## src/rtl/paddle_input_controller_pkg.sv

```systemverilog
// Shared constants, FSM/direction encodings and the clamped step helper
// for the paddle input path.
package paddle_input_controller_pkg;

  localparam int SCREEN_HEIGHT  = 480;
  localparam int PADDLE_LENGTH  = 80;
  localparam int DEF_PADDLE_MIN = 0;
  localparam int DEF_PADDLE_MAX = SCREEN_HEIGHT - PADDLE_LENGTH;
  localparam int DEF_RESET_LOC  = DEF_PADDLE_MAX / 2;
  localparam int DEF_STEP       = 8;
  localparam int LOC_W          = 10;

  typedef logic [LOC_W-1:0] loc_t;
  typedef logic [LOC_W:0]   wide_loc_t;

  typedef enum logic [1:0] {
    ST_IDLE   = 2'd0,
    ST_FIRST  = 2'd1,
    ST_REPEAT = 2'd2
  } paddle_state_e;

  typedef enum logic [1:0] {
    DIR_NONE = 2'd0,
    DIR_UP   = 2'd1,
    DIR_DOWN = 2'd2
  } paddle_dir_e;

  // One extra bit of headroom, so the sum and difference can never wrap
  // before they are clamped into [lo, hi].
  function automatic loc_t step_loc(input loc_t loc, input paddle_dir_e dir,
                                    input int step, input int lo, input int hi);
    wide_loc_t wide;
    wide_loc_t s;
    wide_loc_t lo_w;
    wide_loc_t hi_w;
    wide_loc_t res;
    wide = {1'b0, loc};
    s    = wide_loc_t'(step);
    lo_w = wide_loc_t'(lo);
    hi_w = wide_loc_t'(hi);
    case (dir)
      DIR_UP:   res = (wide >= lo_w + s) ? wide - s : lo_w;
      DIR_DOWN: res = (wide + s > hi_w) ? hi_w : wide + s;
      default:  res = wide;
    endcase
    return res[LOC_W-1:0];
  endfunction

endpackage

```

## src/rtl/paddle_input_controller_debouncer.sv

```systemverilog
// Two-flop synchroniser followed by a stability counter: the debounced
// level only follows the synced input after DEBOUNCE_CYCLES consecutive differing samples.
module button_debouncer #(
  parameter int DEBOUNCE_CYCLES = 4
) (
  input  logic clk,
  input  logic reset_n,
  input  logic raw,
  output logic level
);

  localparam int CW = $clog2(DEBOUNCE_CYCLES) + 1;

  logic [1:0]    sync;
  logic [CW-1:0] cnt;

  always_ff @(posedge clk or negedge reset_n) begin
    if (!reset_n) begin
      sync  <= 2'b00;
      cnt   <= '0;
      level <= 1'b0;
    end else begin
      sync <= {sync[0], raw};
      if (sync[1] == level) begin
        cnt <= '0;
      end else if (cnt == CW'(DEBOUNCE_CYCLES - 1)) begin
        level <= sync[1];
        cnt   <= '0;
      end else begin
        cnt <= cnt + 1'b1;
      end
    end
  end

endmodule

```

## src/rtl/paddle_input_controller.sv

```systemverilog
// Debounced up/down buttons drive a clamped paddle position: one step on
// press, then auto-repeat after a delay while the same direction is held.
module paddle_input_controller
  import paddle_input_controller_pkg::*;
#(
  parameter int DEBOUNCE_CYCLES = 4,
  parameter int REPEAT_DELAY    = 20,
  parameter int REPEAT_PERIOD   = 2,
  parameter int STEP            = DEF_STEP,
  parameter int PADDLE_MIN      = DEF_PADDLE_MIN,
  parameter int PADDLE_MAX      = DEF_PADDLE_MAX,
  parameter int RESET_LOC       = DEF_RESET_LOC
) (
  input  logic             clk,
  input  logic             reset_n,
  input  logic             btn_up,
  input  logic             btn_down,
  input  logic             enable,
  input  logic             recentre,
  output logic [LOC_W-1:0] paddle_loc,
  output logic             step_pulse,
  output logic             at_limit
);

  localparam int CNT_MAX = (REPEAT_DELAY > REPEAT_PERIOD) ? REPEAT_DELAY : REPEAT_PERIOD;
  localparam int CNT_W   = $clog2(CNT_MAX) + 1;
  localparam logic [CNT_W-1:0] DELAY_LOAD  = CNT_W'(REPEAT_DELAY - 1);
  localparam logic [CNT_W-1:0] PERIOD_LOAD = CNT_W'(REPEAT_PERIOD - 1);
  localparam loc_t RESET_VAL = LOC_W'(RESET_LOC);

  logic          up_level;
  logic          down_level;
  paddle_dir_e   dir;
  paddle_state_e state, state_next;
  paddle_dir_e   cur_dir, dir_next;
  logic [CNT_W-1:0] cnt, cnt_next;
  loc_t          loc_next;
  logic          pulse_next;
  logic          do_step;

  button_debouncer #(.DEBOUNCE_CYCLES(DEBOUNCE_CYCLES)) u_up (
    .clk     (clk),
    .reset_n (reset_n),
    .raw     (btn_up),
    .level   (up_level)
  );

  button_debouncer #(.DEBOUNCE_CYCLES(DEBOUNCE_CYCLES)) u_down (
    .clk     (clk),
    .reset_n (reset_n),
    .raw     (btn_down),
    .level   (down_level)
  );

  always_comb begin
    dir = DIR_NONE;
    if (up_level && !down_level) dir = DIR_UP;
    else if (down_level && !up_level) dir = DIR_DOWN;
  end

  always_ff @(posedge clk or negedge reset_n) begin
    if (!reset_n) begin
      state      <= ST_IDLE;
      cur_dir    <= DIR_NONE;
      cnt        <= '0;
      paddle_loc <= RESET_VAL;
      step_pulse <= 1'b0;
    end else begin
      state      <= state_next;
      cur_dir    <= dir_next;
      cnt        <= cnt_next;
      paddle_loc <= loc_next;
      step_pulse <= pulse_next;
    end
  end

  // Recentre outranks everything, then enable; a reversal in FIRST/REPEAT
  // restarts the press sequence in the new direction.
  always_comb begin
    state_next = state;
    dir_next   = cur_dir;
    cnt_next   = cnt;
    do_step    = 1'b0;
    loc_next   = paddle_loc;
    pulse_next = 1'b0;
    if (recentre) begin
      state_next = ST_IDLE;
      dir_next   = DIR_NONE;
      cnt_next   = '0;
      loc_next   = RESET_VAL;
      pulse_next = (paddle_loc != RESET_VAL);
    end else if (!enable) begin
      state_next = ST_IDLE;
      dir_next   = DIR_NONE;
      cnt_next   = '0;
    end else begin
      case (state)
        ST_IDLE: begin
          if (dir != DIR_NONE) begin
            state_next = ST_FIRST;
            dir_next   = dir;
            cnt_next   = DELAY_LOAD;
            do_step    = 1'b1;
          end
        end
        ST_FIRST, ST_REPEAT: begin
          if (dir == DIR_NONE) begin
            state_next = ST_IDLE;
            dir_next   = DIR_NONE;
            cnt_next   = '0;
          end else if (dir != cur_dir) begin
            state_next = ST_FIRST;
            dir_next   = dir;
            cnt_next   = DELAY_LOAD;
            do_step    = 1'b1;
          end else if (cnt == '0) begin
            state_next = ST_REPEAT;
            cnt_next   = PERIOD_LOAD;
            do_step    = 1'b1;
          end else begin
            cnt_next = cnt - 1'b1;
          end
        end
        default: begin
          state_next = ST_IDLE;
          dir_next   = DIR_NONE;
          cnt_next   = '0;
        end
      endcase
      if (do_step) begin
        loc_next   = step_loc(paddle_loc, dir_next, STEP, PADDLE_MIN, PADDLE_MAX);
        pulse_next = (loc_next != paddle_loc);
      end
    end
  end

  assign at_limit = (paddle_loc == LOC_W'(PADDLE_MIN)) || (paddle_loc == LOC_W'(PADDLE_MAX));

endmodule

```

## config.mk

```make
export PLATFORM = sky130hd
export DESIGN_NAME = paddle_input_controller
export DESIGN_NICKNAME = d
export VERILOG_FILES = /design/src/rtl/paddle_input_controller_pkg.sv /design/src/rtl/paddle_input_controller_debouncer.sv /design/src/rtl/paddle_input_controller.sv
export SDC_FILE = /design/constraint.sdc
export NUM_CORES = 1
export LEC_CHECK = 0
export CELL_PAD_IN_SITES_DETAIL_PLACEMENT = 0
export CELL_PAD_IN_SITES_GLOBAL_PLACEMENT = 1
export CORE_MARGIN = 1
export CORE_UTILIZATION = 45
export DETAILED_ROUTE_END_ITERATION = 16
export DONT_BUFFER_PORTS = 1
export GPL_TIMING_DRIVEN = 0
export PLACE_DENSITY_LB_ADDON = 0.12
export SYNTH_ARGS = -nofsm -noshare
export SYNTH_HDL_FRONTEND = slang
export SYNTH_SLANG_ARGS = --single-unit
export TNS_END_PERCENT = 100
```

## constraint.sdc

```tcl
create_clock -name clk -period 4.6 [get_ports clk]
set_input_delay 0.69 -clock clk [delete_from_list [all_inputs] [get_ports clk]]
set_output_delay 0.69 -clock clk [all_outputs]
set_load 0.01 [all_outputs]
```

# Yosys cells after proc, flatten, opt, wreduce, memory -nomap -nowiden

Cells that the tools add are included.

Output and inout port bits: 12
Bits of input ports: 6
Word-level logic and storage cells: 98
Register bits after elaboration: 33

Add/subtract/negate cells: 5
Mux-type cells: 47
Bitwise operators: 2
Reductions and logical operators: 17
$lt $le $gt $ge: 2
Equal/unequal tests: 14

Operators with widths:

| operator                                                            | number |
|---|---|
| two-way mux 10 bit                                                  | 8 |
| two-way mux 6 bit                                                   | 6 |
| two-way mux 2 bit                                                   | 15 |
| one-hot mux 10 bit (2 select lines)                                 | 1 |
| two-way mux 3 bit                                                   | 4 |
| one-hot mux 6 bit (2 select lines)                                  | 1 |
| adder 10 x 4 -> 11 bit (second input constant)                      | 1 |
| > comparator 11 x 9 -> 1 bit (second input constant)                | 1 |
| == test 10 x 9 -> 1 bit (second input constant)                     | 1 |
| greater-or-equal comparator 10 x 4 -> 1 bit (second input constant) | 1 |
| zero test 10 bit                                                    | 1 |
| inequality test 10 bit                                              | 1 |
| inequality test 10 x 8 -> 1 bit (second input constant)             | 1 |
| subtractor 10 x 4 -> 10 bit (second input constant)                 | 1 |
| two-way mux 1 bit                                                   | 9 |
| one-hot mux 2 bit (2 select lines)                                  | 2 |
| AND reduction 2 bit                                                 | 4 |
| adder 3 x 1 -> 3 bit (second input constant)                        | 2 |
| == test 3 x 2 -> 1 bit (second input constant)                      | 2 |
| zero test 6 bit                                                     | 1 |
| inequality test 6 bit (second input constant)                       | 1 |
| nonzero test 2 bit                                                  | 3 |
| subtractor 6 x 1 -> 6 bit (second input constant)                   | 1 |
| == test 2 x 1 -> 1 bit (second input constant)                      | 2 |
| other kinds (11)                                                    | 17 |

# Depth between registers and ports, before layout

Depth after elaboration: 19
Depth in mapped cells: 14
Depth with buffers taken out: 14

# Hierarchy

From an unflattened synthesis, not the netlist that was laid out.

Cell total of the unflattened synthesis: 274
Area, all modules: 2386.0 um2

By module, submodules not included:

| module                  | cells an instance | times used | area an instance (um2) | seq. area each (um2) |
|---|---|---|---|---|
| paddle_input_controller | 248               | 1          | 1953.1                 | 529.3 |
| button_debouncer        | 13                | 2          | 216.5                  | 150.1 |

# Least setup slack after synthesis

Ideal clock, no wire load.

Path kind: register to register
Start: register u_down.level
End: register step_pulse
Required time: 4468 ps
Buffers on the path: 0
Clock period less this slack: 2728 ps
Library setup time: 132 ps
Arrival time: 2596 ps
Stages on the path, launching flop included: 15
Path slack: 1872 ps
Path through: dfrtp_1 inv_1 ha_1 inv_1 a21o_1 a32o_1 nor2b_1 inv_1 ha_1 inv_1 a21o_1 o22a_1 a2111oi_1 o2111a_1 a31oi_1

Cells in the longest elaborated chain, start to end: 18
Elaborated cells between the ends (all ways): 30
Classes of those cells: 4 x eq/ne; 21 x mux; 5 x reduce/logical

Ends and longest elaborated chain:

| element                                                       | RTL line                                                     | RTL |
|---|---|---|
| from (decl)                                                   | paddle_input_controller_debouncer.sv:9                       | `output logic level` |
| from (signal assigned)                                        | paddle_input_controller_debouncer.sv:27                      | `level <= sync[1];` |
| logical AND 1 bit / zero test 1 bit (equally long branches)   | paddle_input_controller.sv:58, paddle_input_controller.sv:57 |  |
| two-way mux 2 bit / logical AND 1 bit (equally long branches) | paddle_input_controller.sv:58, paddle_input_controller.sv:57 |  |
| two-way mux 2 bit (*)                                         | paddle_input_controller.sv:57                                | `if (up_level && !down_level) dir = DIR_UP;` |
| inequality test 2 bit                                         | paddle_input_controller.sv:111                               | `end else if (dir != cur_dir) begin` |
| two-way mux 2 bit                                             | paddle_input_controller.sv:111                               |  |
| two-way mux 2 bit                                             | paddle_input_controller.sv:107                               | `if (dir == DIR_NONE) begin` |
| one-hot mux 2 bit (2 select lines)                            | paddle_input_controller.sv:97                                | `case (state)` |
| two-way mux 2 bit                                             | paddle_input_controller.sv:92                                | `end else if (!enable) begin` |
| [3 not listed]                                                | n/a                                                          |  |
| two-way mux 10 bit                                            | paddle_input_controller.sv:130                               | `if (do_step) begin` |
| two-way mux 10 bit                                            | paddle_input_controller.sv:92                                |  |
| two-way mux 10 bit                                            | paddle_input_controller.sv:86                                | `if (recentre) begin` |
| inequality test 10 bit                                        | paddle_input_controller.sv:132                               | `pulse_next = (loc_next != paddle_loc);` |
| two-way mux 1 bit (*)                                         | paddle_input_controller.sv:130                               |  |
| two-way mux 1 bit (*)                                         | paddle_input_controller.sv:92                                |  |
| two-way mux 1 bit (*)                                         | paddle_input_controller.sv:86                                |  |
| via pulse_next                                                | paddle_input_controller.sv:38                                | `logic pulse_next;` |
| to (signal assigned)                                          | paddle_input_controller.sv:73                                | `step_pulse <= pulse_next;` |
| to (decl)                                                     | paddle_input_controller.sv:21                                | `output logic step_pulse,` |

The timed path passes the listed nets; every way through them passes the cells marked *. The select of a mux whose other input is x is not followed.
A chain may end at the register's enable or synchronous reset.

# Worst setup path in the final report

Same ends and word-level chain as after synthesis.

==> metrics.txt <==
status=finished clean; router iterations before antenna repair=4; Worst EP arrival=3.28 ns; vias per cell=5.83; cts repair resizes=0; RSZ-0062 raised after global routing=no; Net Sw Frac=0.433; commonest non-fill, non-tap cell in the layout=dfrtp_1; fin crit share=0.680; Psw=0.521 mW; Num CTS Buffers=5; flip-flop and latch area=830 um^2; Slew headroom=0.532; Detail Placement HPWL=4010 um; antenna cells=0; post-place setup slack=1.53 ns; RR Startpoint=u_down.level$_DFFE_PN0P_; DRC Markers=0; Layout fillers=476; num rows=25; initial antenna violation count=0; die width=73.3 um; DRT iter0 DRCs=149; Logic pwr share=0.493; P_int=0.683 mW; Routed Antenna Nets=0; global-route usage over all layers=0.235; Vias=1960; Avg Synthesized Cell Area=8.77 um^2; WP data required=4.75 ns; WS Path Type=register to register; CP Capture Type=register; wire length of the first global-routing pass=9390 um; Hold Fails Final Rpt=0; synth top area cells=dfrtp_1, ha_1, nand2_1; NumNets Final=287; final setup fails=0; Seq/Total Area, Yosys=0.362; Overflow after GRT=0; Slew Limit Fails=0; starting density of the core=0.475; htree depth=2; final clock skew=0.00637 ns; Clock transition at path regs=0.07 ns; Final Cell Area=2460 um^2; Hold Path Class=primary input to async pin; Worst setup SP type=register; Warnings, synthesis=0; Register-to-Register Path Depth=14; Lkg Pwr=1.06 nW; Seq pwr share=0.334; CP dominant cell by count=inv_1; min Tclk post-route=3.13 ns; Least-Margin Pin Slew=0.697 ns; Synth top area share=0.328; syn_nets=280; async set-reset flop share out of synthesis=1.00; Hold-fix buffers, CTS=0; largest net degree at the start of global routing=34; Die Height=73.3 um; Post-Synthesis Cells=261; CTS tree=yes; gpl congestion=0.913; commonest non-fill, non-tap cells in the layout=dfrtp_1, nand2_1, inv_1, nor2_1, a21oi_1; CP max FO=7; die area=5380 um^2; prevailing post-synth register cell=dfrtp_1; Post-synth EDFFs=0; number of global-route vias before repair=1905; leading area contributor after synthesis=dfrtp_1; flop2flop setup slack=1.47 ns; Max Buffers Root-to-Sink=2; maxcap violations=0; number of port buffers=0; critical path's largest stage delay=0.41 ns; FMAX=320 MHz; DR WL/cell=16.4 um; P per Cell Area=490 nW/um^2; placed cell area=2370 um^2; root cell of the clock tree=clkbuf_8; final wirelength=5520 um; setup TNS=0 ns; Clock Latency Late Sink=0.28 ns; Syn Std Cell Area=2290 um^2; Post-CTS Setup Repair Bufs=0; CTS sink cnt=33; Layout Area Growth over Synthesis=7.27%; clock share of power=0.173; Core ar.=4820 um^2; Netlist cell types=62; Reg-to-Reg End=step_pulse$_DFF_PN0_; Top-Level Pins=18; worst vdd ir=0.272 mV; layout cell share with drive strength beyond 1=0.112; post-synthesis register bit count=33; worst-path cell chain=inv_1 > ha_1 > inv_1 > a21o_1 > a32o_1 > nor2b_1 > inv_1 > ha_1 > inv_1 > a21o_1 > o22a_1 > a2111oi_1 > o2111a_1 > a31oi_1; Final Worst Setup Slack=1.47 ns; Design Power=1.20 mW; Worst path slowest cell=a2111oi_1; Multi-input gate area=1320 um^2
metrics by stage:
stage,util,hold slack (ns),instances
final,0.510,0.0965,336
after CTS,0.510,0.0826,336
after global placement,0.493,0.335,328
after global routing,0.510,0.0701,336
after detailed placement,0.493,0.346,328
after floorplan,-,0.331,261
cell usage after synthesis (2+ instances only):
| cell | number |
|---|---|
| dfrtp_1 | 30 |
| nand2_1 | 24 |
| inv_1 | 20 |
| nor2_1 | 19 |
| a21oi_1 | 14 |
| ha_1 | 13 |
| nor3_1 | 10 |
| o21ai_0 | 10 |
| xnor2_1 | 8 |
| nor2b_1 | 7 |
| and2_1 | 6 |
| buf_2 | 6 |
| nand3_1 | 6 |
| a31oi_1 | 5 |
| nor3b_1 | 5 |
| o22ai_1 | 5 |
| o211ai_1 | 4 |
| or4_1 | 4 |
| a32o_1 | 3 |
| buf_4 | 3 |
| dfstp_2 | 3 |
| o21ai_1 | 3 |
| xor2_1 | 3 |
| a211o_1 | 2 |
| a21boi_0 | 2 |
| a21o_1 | 2 |
| a32oi_1 | 2 |
| clkbuf_1 | 2 |
| nand2b_1 | 2 |
| nand4_1 | 2 |
| o221ai_1 | 2 |
| o31a_1 | 2 |
| o31ai_1 | 2 |
| or3_1 | 2 |
worst max-delay path, delay by kind of cell (launching register included):
family | cells | cell delay [ns]
buffers and inverters | 4 | 0.31
and+or+nand+nor | 1 | 0.14
DFF | 1 | 0.39
AOI/OAI and AO/OA | 7 | 1.64
adders and majority gates | 2 | 0.53
worst max-delay path by stage:
stage | start | endpoint | slack [ns] | cells after the start
finish | u_down.level$_DFFE_PN0P_ | step_pulse$_DFF_PN0_ | 1.47 | 14
global route | state[0]$_DFFE_PN0P_ | step_pulse$_DFF_PN0_ | 1.24 | 13
CTS | u_down.level$_DFFE_PN0P_ | step_pulse$_DFF_PN0_ | 1.51 | 14
detailed placement | u_down.level$_DFFE_PN0P_ | step_pulse$_DFF_PN0_ | 1.53 | 14
global placement | u_down.level$_DFFE_PN0P_ | step_pulse$_DFF_PN0_ | 1.50 | 14
floorplan | u_down.level$_DFFE_PN0P_ | step_pulse$_DFF_PN0_ | 1.87 | 14
per-layer routing:
layer  wire length, um  global-route usage  up-vias
met3               343              0.0521        5
met5                 0                   0        -
met2              2340               0.337       68
li1                  -                   -      952
met4                35              0.0641        0
met1              2800               0.353      935
kinds of logic (layout without fill, tap and decap cells):
family	Yosys count	count (layout)	synth area share
xor gates and xnor gates	11	11	0.0421
adders and majority gates	13	13	0.0710
and+or+nand+nor	98	98	0.230
DFF	33	33	0.362
AOI/OAI and AO/OA	72	72	0.225
buffers and inverters	32	40	0.0607
muxes	2	2	0.00929
registers in the layout (all words and copies together) (netlist names):
name / count
u_down.cnt: 3
u_up.sync: 2
step_pulse: 1
u_down.sync: 2
cur_dir: 2
u_down.level: 1
u_up.level: 1
cnt: 6
u_up.cnt: 3
paddle_loc: 10
state: 2
power groups by stage:
stage	Combinational, mW	Clock [mW]	Sequential (mW)
final	0.593	0.209	0.402
after detailed placement	0.577	0	0.407
after global placement	0.581	0	0.406
after CTS	0.585	0.219	0.402
after floorplan	0.463	0	0.394
after global routing	0.676	0.231	0.410
layout make-up:
| type | count | area share |
|---|---|---|
| Multi-Input combinational cell | 196 | 0.538 |
| Sequential cell | 33 | 0.338 |
| Tap cell | 67 | 0.0341 |
| Inverter | 21 | 0.0321 |
| Clock buffer | 6 | 0.0295 |
| Buffer | 11 | 0.0245 |
| Clock inverter | 2 | 0.00408 |
Note: power is estimated with default switching activity, not from simulation.
